## src/rtl/ofm_drain_ctrl.sv

```systemverilog
// OFM drain controller: kicks the convolution engine, then streams the output
// feature map out of OFM port A in address order, zeroing each word after it
// is read so the memory is clean for the next layer.
//
// state | meaning
// IDLE  | waiting for i_start
// CONV  | convolution engine owns the OFM; waiting for i_conv_done
// DRAIN | alternating read / clear cycles over addresses 0..N-1
// FLUSH | all words read and cleared; waiting for the FIFO to empty
// DONE  | one-cycle completion pulse
module ofm_drain_ctrl #(
  parameter int OUT_SIZE   = 2,
  parameter int DATA_WIDTH = 48,
  parameter int AW         = $clog2(OUT_SIZE**2) + 1
) (
  input  logic                  i_clk,
  input  logic                  i_rst,
  input  logic                  i_start,
  input  logic                  i_conv_done,
  output logic                  o_conv_start,
  output logic                  o_own,
  output logic [AW-1:0]         o_ofm_addr,
  output logic                  o_ofm_we,
  output logic [DATA_WIDTH-1:0] o_ofm_wdata,
  input  logic [DATA_WIDTH-1:0] i_ofm_rdata,
  output logic                  o_valid,
  input  logic                  i_ready,
  output logic [DATA_WIDTH-1:0] o_data,
  output logic                  o_last,
  output logic                  o_busy,
  output logic                  o_done
);

  localparam int N = OUT_SIZE * OUT_SIZE;
  localparam logic [AW-1:0] LAST_ADDR = AW'(N - 1);

  typedef enum logic [2:0] {IDLE, CONV, DRAIN, FLUSH, DONE} state_t;

  state_t state, state_nxt;

  logic                  conv_start_q;
  logic [AW-1:0]         rd_addr;
  logic [AW-1:0]         clr_addr;
  // rd_pend marks both "read data arrives this cycle" and "clear slot this cycle"
  logic                  rd_pend;
  logic                  rd_pend_last;
  logic                  all_issued;
  logic                  rd_issue;
  logic                  push;
  logic                  pop;

  logic [DATA_WIDTH-1:0] fifo_data [2];
  logic [1:0]            fifo_last;
  logic                  wptr;
  logic                  rptr;
  logic [1:0]            fifo_cnt;

  // A read may only go out when the FIFO can absorb everything already in flight.
  assign rd_issue = (state == DRAIN) && !rd_pend && !all_issued &&
                    ((fifo_cnt + {1'b0, rd_pend}) < 2'd2);
  assign push     = rd_pend;
  assign pop      = o_valid && i_ready;

  // State register and start pulse.
  always_ff @(posedge i_clk) begin
    if (i_rst) begin
      state        <= IDLE;
      conv_start_q <= 1'b0;
    end else begin
      state        <= state_nxt;
      conv_start_q <= (state == IDLE) && i_start;
    end
  end

  // Read address sequencing and the pending read/clear slot.
  always_ff @(posedge i_clk) begin
    if (i_rst) begin
      rd_addr      <= '0;
      clr_addr     <= '0;
      rd_pend      <= 1'b0;
      rd_pend_last <= 1'b0;
      all_issued   <= 1'b0;
    end else begin
      rd_pend      <= rd_issue;
      rd_pend_last <= rd_issue && (rd_addr == LAST_ADDR);
      if (rd_issue) clr_addr <= rd_addr;
      if (state == CONV) begin
        rd_addr    <= '0;
        all_issued <= 1'b0;
      end else if (rd_issue) begin
        // Hold at the last address instead of wrapping.
        if (rd_addr == LAST_ADDR) all_issued <= 1'b1;
        else                      rd_addr    <= rd_addr + 1'b1;
      end
    end
  end

  // Two-entry output FIFO fed by the one-cycle-latency read data.
  always_ff @(posedge i_clk) begin
    if (i_rst) begin
      fifo_data[0] <= '0;
      fifo_data[1] <= '0;
      fifo_last    <= '0;
      wptr         <= 1'b0;
      rptr         <= 1'b0;
      fifo_cnt     <= '0;
    end else begin
      if (push) begin
        fifo_data[wptr] <= i_ofm_rdata;
        fifo_last[wptr] <= rd_pend_last;
        wptr            <= ~wptr;
      end
      if (pop) rptr <= ~rptr;
      case ({push, pop})
        2'b10:   fifo_cnt <= fifo_cnt + 2'd1;
        2'b01:   fifo_cnt <= fifo_cnt - 2'd1;
        default: fifo_cnt <= fifo_cnt;
      endcase
    end
  end

  // Next-state logic.
  always_comb begin
    state_nxt = state;
    case (state)
      IDLE:    if (i_start)     state_nxt = CONV;
      CONV:    if (i_conv_done) state_nxt = DRAIN;
      // Leave once the clear of the last address is on the port.
      DRAIN:   if (rd_pend && rd_pend_last) state_nxt = FLUSH;
      FLUSH:   if (fifo_cnt == 2'd0) state_nxt = DONE;
      DONE:    state_nxt = IDLE;
      default: state_nxt = IDLE;
    endcase
  end

  // Port A drive and stream outputs.
  always_comb begin
    o_conv_start = conv_start_q;
    o_own        = (state == DRAIN) || (state == FLUSH);
    o_ofm_we     = (state == DRAIN) && rd_pend;
    o_ofm_addr   = '0;
    if (state == DRAIN) o_ofm_addr = rd_pend ? clr_addr : rd_addr;
    o_ofm_wdata  = '0;
    o_valid      = (fifo_cnt != 2'd0);
    o_data       = o_valid ? fifo_data[rptr] : '0;
    o_last       = o_valid && fifo_last[rptr];
    o_busy       = (state != IDLE);
    o_done       = (state == DONE);
  end

endmodule

```

## config.mk

```make
export PLATFORM = sky130hd
export DESIGN_NAME = ofm_drain_ctrl
export DESIGN_NICKNAME = d
export VERILOG_FILES = /design/src/rtl/ofm_drain_ctrl.sv
export SDC_FILE = /design/constraint.sdc
export NUM_CORES = 1
export LEC_CHECK = 0
export ABC_AREA = 1
export CAP_MARGIN = 20
export CORE_AREA = 5 5 112 114
export CTS_BUF_LIST = sky130_fd_sc_hd__clkbuf_2
export DETAILED_ROUTE_END_ITERATION = 16
export DIE_AREA = 0 0 117 119
export PLACE_DENSITY = 0.79
export SYNTH_ARGS = -nofsm -noshare
export SYNTH_HDL_FRONTEND = slang
export SYNTH_SLANG_ARGS = --single-unit
```

## constraint.sdc

```tcl
create_clock -name i_clk -period 2.69 [get_ports i_clk]
set_input_delay 0.4035 -clock i_clk [delete_from_list [all_inputs] [get_ports i_clk]]
set_output_delay 0.4035 -clock i_clk [all_outputs]
set_load 0.005 [all_outputs]
```

Word-level counts from Yosys, hierarchy flattened

Memories as Yosys holds them, arrays and structs flattened. A register that Yosys moved wholly into a read port is not among the register bits.
Index checks and enable logic that the tools add are counted.

Equality and inequality tests: 11
Multiplexer cells: 24
$lt $le $gt $ge: 4
Shift-type cells: 0
Add/subtract/negate cells: 4
Divide/modulo/power cells: 0
Bitwise logic cells: 3
Multipliers: 0
Reductions and logical operators: 23

Operators with widths:

| operator                                            | count |
|---|---|
| 2-to-1 mux 48 bit                                   | 2 |
| OR reduction 48 bit                                 | 1 |
| 2-to-1 mux 3 bit                                    | 6 |
| 2-to-1 mux 1 bit                                    | 12 |
| case mux 3 bit (4 select lines)                     | 1 |
| logical AND 1 bit                                   | 10 |
| == test 3 x 2 -> 1 bit (second input constant)      | 3 |
| != test 2 bit (second input constant)               | 3 |
| < comparator 1 x 2 -> 1 bit (second input constant) | 2 |
| case mux 2 bit (2 select lines)                     | 1 |
| AND reduction 2 bit                                 | 2 |
| AND reduction 4 bit                                 | 1 |
| nonzero test 2 bit                                  | 2 |
| adder 3 x 1 -> 3 bit (second input constant)        | 1 |
| == test 3 x 1 -> 1 bit (second input constant)      | 1 |
| == test 3 bit (second input constant)               | 1 |
| zero test 3 bit                                     | 1 |
| NOT 1 bit                                           | 3 |
| nonzero test 3 bit                                  | 1 |
| adder 2 x 1 -> 2 bit                                | 1 |
| adder 2 x 1 -> 2 bit (second input constant)        | 1 |
| bitwise mux 2 bit                                   | 1 |
| == test 2 x 1 -> 1 bit (second input constant)      | 1 |
| == test 2 bit (second input constant)               | 1 |
| 9 further kinds                                     | 10 |

Word-level logic and storage cells: 81
Bits in read-only memories: 0
Bits in writable memories: 96
Bits in latches: 0
Register bits after elaboration: 19
Memories kept: 1

Memories:

| name      | words | width | read ports | clocked after Yosys merged registers in | wr ports | line | source |
|---|---|---|---|---|---|---|---|
| fifo_data | 2     | 48    | 1          | 1                                       | 2        | 52   | `logic [DATA_WIDTH-1:0] fifo_data [2];` |

Longest topological paths before layout

Gate-level depths: netlist of run 1.

Word-level depth: 5
Depth in mapped cells: 9
Mapped depth without buffers: 9

Least setup slack after synthesis of run 1

Ideal clock, no wire load.

Path type: input-to-reg
From: input i_rst
To: memory fifo_data[0][0], enable pin
Arrival time: 1.833 ns
Path slack: 0.451 ns
Stages on the path: 4
Data required time: 2.284 ns
Cell sequence: inv_2 > nand3_1 > buf_2 > nand2_1

RTL lines:

| what               | line | source |
|---|---|---|
| start: declaration | 17   | `input logic i_rst,` |
| end: declaration   | 52   |  |

Worst setup path after layout of run 1

From: register fifo_cnt[0]
To: output o_data[45]

Word-level cells in the longest chain between the ends: 2

Ends and longest elaborated chain:

| what                     | line | source |
|---|---|---|
| start: declaration       | 56   | `logic [1:0] fifo_cnt;` |
| start signal: assignment | 115  | `2'b10: fifo_cnt <= fifo_cnt + 2'd1;` |
| start signal: assignment | 116  | `2'b01: fifo_cnt <= fifo_cnt - 2'd1;` |
| start signal: assignment | 117  | `default: fifo_cnt <= fifo_cnt;` |
| nonzero test 2 bit       | 144  | `o_valid = (fifo_cnt != 2'd0);` |
| 2-to-1 mux 48 bit        | 145  | `o_data = o_valid ? fifo_data[rptr] : '0;` |
| end: declaration         | 28   | `output logic [DATA_WIDTH-1:0] o_data,` |

Every way passes these cells.

==> results of run 1 <==
power by group through the flow:
stage	clock [mW]	sequential (mW)	combinational, mW
global route	1.00	2.23	1.47
finish	0.874	2.21	1.32
detailed placement	0	2.25	1.30
CTS	0.908	2.20	1.31
global placement	0	2.24	1.26
floorplan	0	2.22	0.765
flip-flops by register name, indices dropped and copies added, names as in the netlist, named ones only:
register	cells
clr_addr	3
o_conv_start	1
state	3
wptr	1
fifo_cnt	2
rptr	1
fifo_last	2
push	1
rd_pend_last	1
all_issued	1
rd_addr	3
fifo_data	96
metrics by stage:
step                hold slack [ns]  TNS, ns  instance area, um^2  total power [mW]  instances
floorplan                    0.4468        0                 5668             2.990        641
global route                 0.2547  -0.1060                 6738             4.698        858
detailed placement           0.4725        0                 6535             3.543        829
CTS                          0.2749        0                 6705             4.418        858
global placement             0.4662        0                 6535             3.502        829
finish                       0.3459        0                 6738             4.398        858
cell type report:
cell class                 count  share of cell area (%)
tap                          143                   2.656
sequential                   116                   48.77
clock inverter                10                   1.021
timing repair buffer         120                   17.79
multi-input combinational    378                   24.23
clock buffer                  19                   1.411
inverter                      72                   4.123
logic make-up (layout without fill, tap and decap cells):
kind of cell	Yosys count	in the layout	synth area share [%]
and+or+nand+nor	254	254	18.55
buffers and inverters	147	221	14.01
DFF	116	116	59.79
AOI/OAI and AO/OA	73	73	6.904
adders and majority gates	3	3	0.6836
other	1	48	0.06829
metal layers:
metal | global-route usage (%) | routed length, um | vias to the layer above
met5 | 0 | 0 | -
met4 | 5.520 | 55 | 0
met3 | 4.716 | 1030 | 4
met2 | 30.87 | 6318 | 163
met1 | 21.40 | 4465 | 1888
li1 | - | - | 2020
synthesized netlist by cell type (3+ instances only):
cell type	count
o21ai_1	4
edfxtp_1	96
a21oi_1	58
nand3_1	9
buf_2	18
buf_4	50
a22o_1	3
dfxtp_1	20
o21ai_0	6
inv_1	65
nand2_1	119
nor2_1	115
inv_2	7
nor2_4	3
clkbuf_1	6
ha_1	3
what timing repair did:
action,CTS,global route
resized for setup,2,11
endpoints found under the setup margin,48,51
hold buffers,0,0
pin swaps,0,1
final timing paths:
kind                  endpoint  slack [ns]  depth (start not counted)
setup / recovery    o_data[45]        0.15                          5
hold / removal    o_conv_start        0.35                          3
setup reg to reg   fifo_cnt[1]        1.03                          9
hold reg to reg   fifo_last[1]        0.49                          2
worst max-delay path, cell delays in order (launching register included):
cell and delay, ns:
dfxtp_1 0.41, inv_2 0.07, nand2_2 0.15, inv_8 0.12
a21oi_1 0.20, clkdlybuf4s50_1 0.54
==> flow_summary.toml, run 1 <==
[clock_network]
cts_sinks = 116
cts_tree = "done"
clk_latency_ns = 0.61
cts_setup_buffers = 0
cts_root_buffer = "clkbuf_2"
clockBufferDepth = 2
numCtsBuffers = 17
cts.htree.levels = 4
cts.clk_slew.worst_paths_ns = 0.14

[drt]
drc = 0
vias = 4075
wirelength_um = 11870
ant_nets = 0
detail_route.wl_per_cell_um = 13.83
drtIter0Drc = 314
drt_first_pass_iters = 5
viasPerCell = 4.749

[logic_synthesis]
synth_seq_cells = 116
yosysTopAreaCell = "edfxtp_1"
async_reset_ff_share_pct = 0
avgSynthCellArea_um2 = 9.245
synth_area_leaders = "edfxtp_1 52%, nand2_1 8.1%, nor2_1 7.9%"
yosysTopAreaCellShare_pct = 52.49
yosysSeqAreaShare_pct = 59.79
syn_area_um2 = 5492
ys_warn_count = 0
synth_cell_type_count = 26
synthFlopType = "edfxtp_1"
synth_edf_count = 96
syn_inst = 594

[timing]
clock.fmax_mhz = 393.0
fin_crit_ns = 2.544
clock_skew_ns = 0.01381
hold_violations = 0
setup_viol = 0
drv_slew = 0
period_share_pct = 94.58
relSlewSlack_pct = 62.99
worst_slack_ns = 0.1457
worst_pin_slew_ns = 0.5552

[placed_design]
preCtsSetupSlack_ns = 0.4321
gp_congestion = 0.8242
dp_hpwl_um = 8093
placement.io_buffers = 110

[pwr]
p_seq_share_pct = 50.2
ir_drop_mv = 0.2974
pwr-share-clk_pct = 19.9
internal-power_mw = 2.986
swShare_pct = 32.10
p_leak_nw = 2.867
power_frac_comb_pct = 30.0
powerDensity_nw_per_um2 = 652.7
p_sw_mw = 1.412

[floorplanning]
row_count = 39
die_h_um = 119
dieWidth_um = 117
die_area_um2 = 13920
initial_core_util_pct = 48.51
core_um2 = 11320
ioPinCount = 159

[setup_path]
startpoint_type = "register"
r2r-start = "fifo_cnt[0]"
cp.arrival_ns = 2.14
worstSetupPathType = "register to output pin"
cp_data_required_time_ns = 2.29
startpoint = "fifo_cnt[0]"
cp-end-kind = "output pin"
path_max_fanout = 48

[global_route]
grt_first_pass_wirelength_um = 19440
antenna_found_initial = 0
grt_max_degree = 51
gr-total-overflow = 0
global_route.usage.total_pct = 17.79
grt_pass1_vias = 4143

[min_path]
timing.hold.worst.start = "i_start"
hold_class = "input pin to register"

[finish]
fillCellCount = 985
layout_common_cells = "117 x nand2_1, 115 x nor2_1, 109 x clkdlybuf4s50_1"
diodes = 0
utilization_pct = 59.52
area_growth_pct = 22.69
nNetsFinal = 761
multi_input_area_um2 = 1633
final_common_cell = "nand2_1"
drive_gt1_share_pct = 7.832
regArea_um2 = 3286

[status]
outcome = "finished clean"

[job]
cap_viol_max_count = 0
No activity file was read; power rests on OpenSTA's default activity.
==> run 2: changes to the inputs <==
--- a/config.mk
+++ b/config.mk
@@ -12,6 +12,7 @@
 export DETAILED_ROUTE_END_ITERATION = 16
 export DIE_AREA = 0 0 117 119
 export PLACE_DENSITY = 0.79
+export SKIP_CTS_REPAIR_TIMING = 1
 export SYNTH_ARGS = -nofsm -noshare
 export SYNTH_HDL_FRONTEND = slang
 export SYNTH_SLANG_ARGS = --single-unit
==> results of run 2 <==
No change in the layout: final DEF, timing and power equal those of run 1.
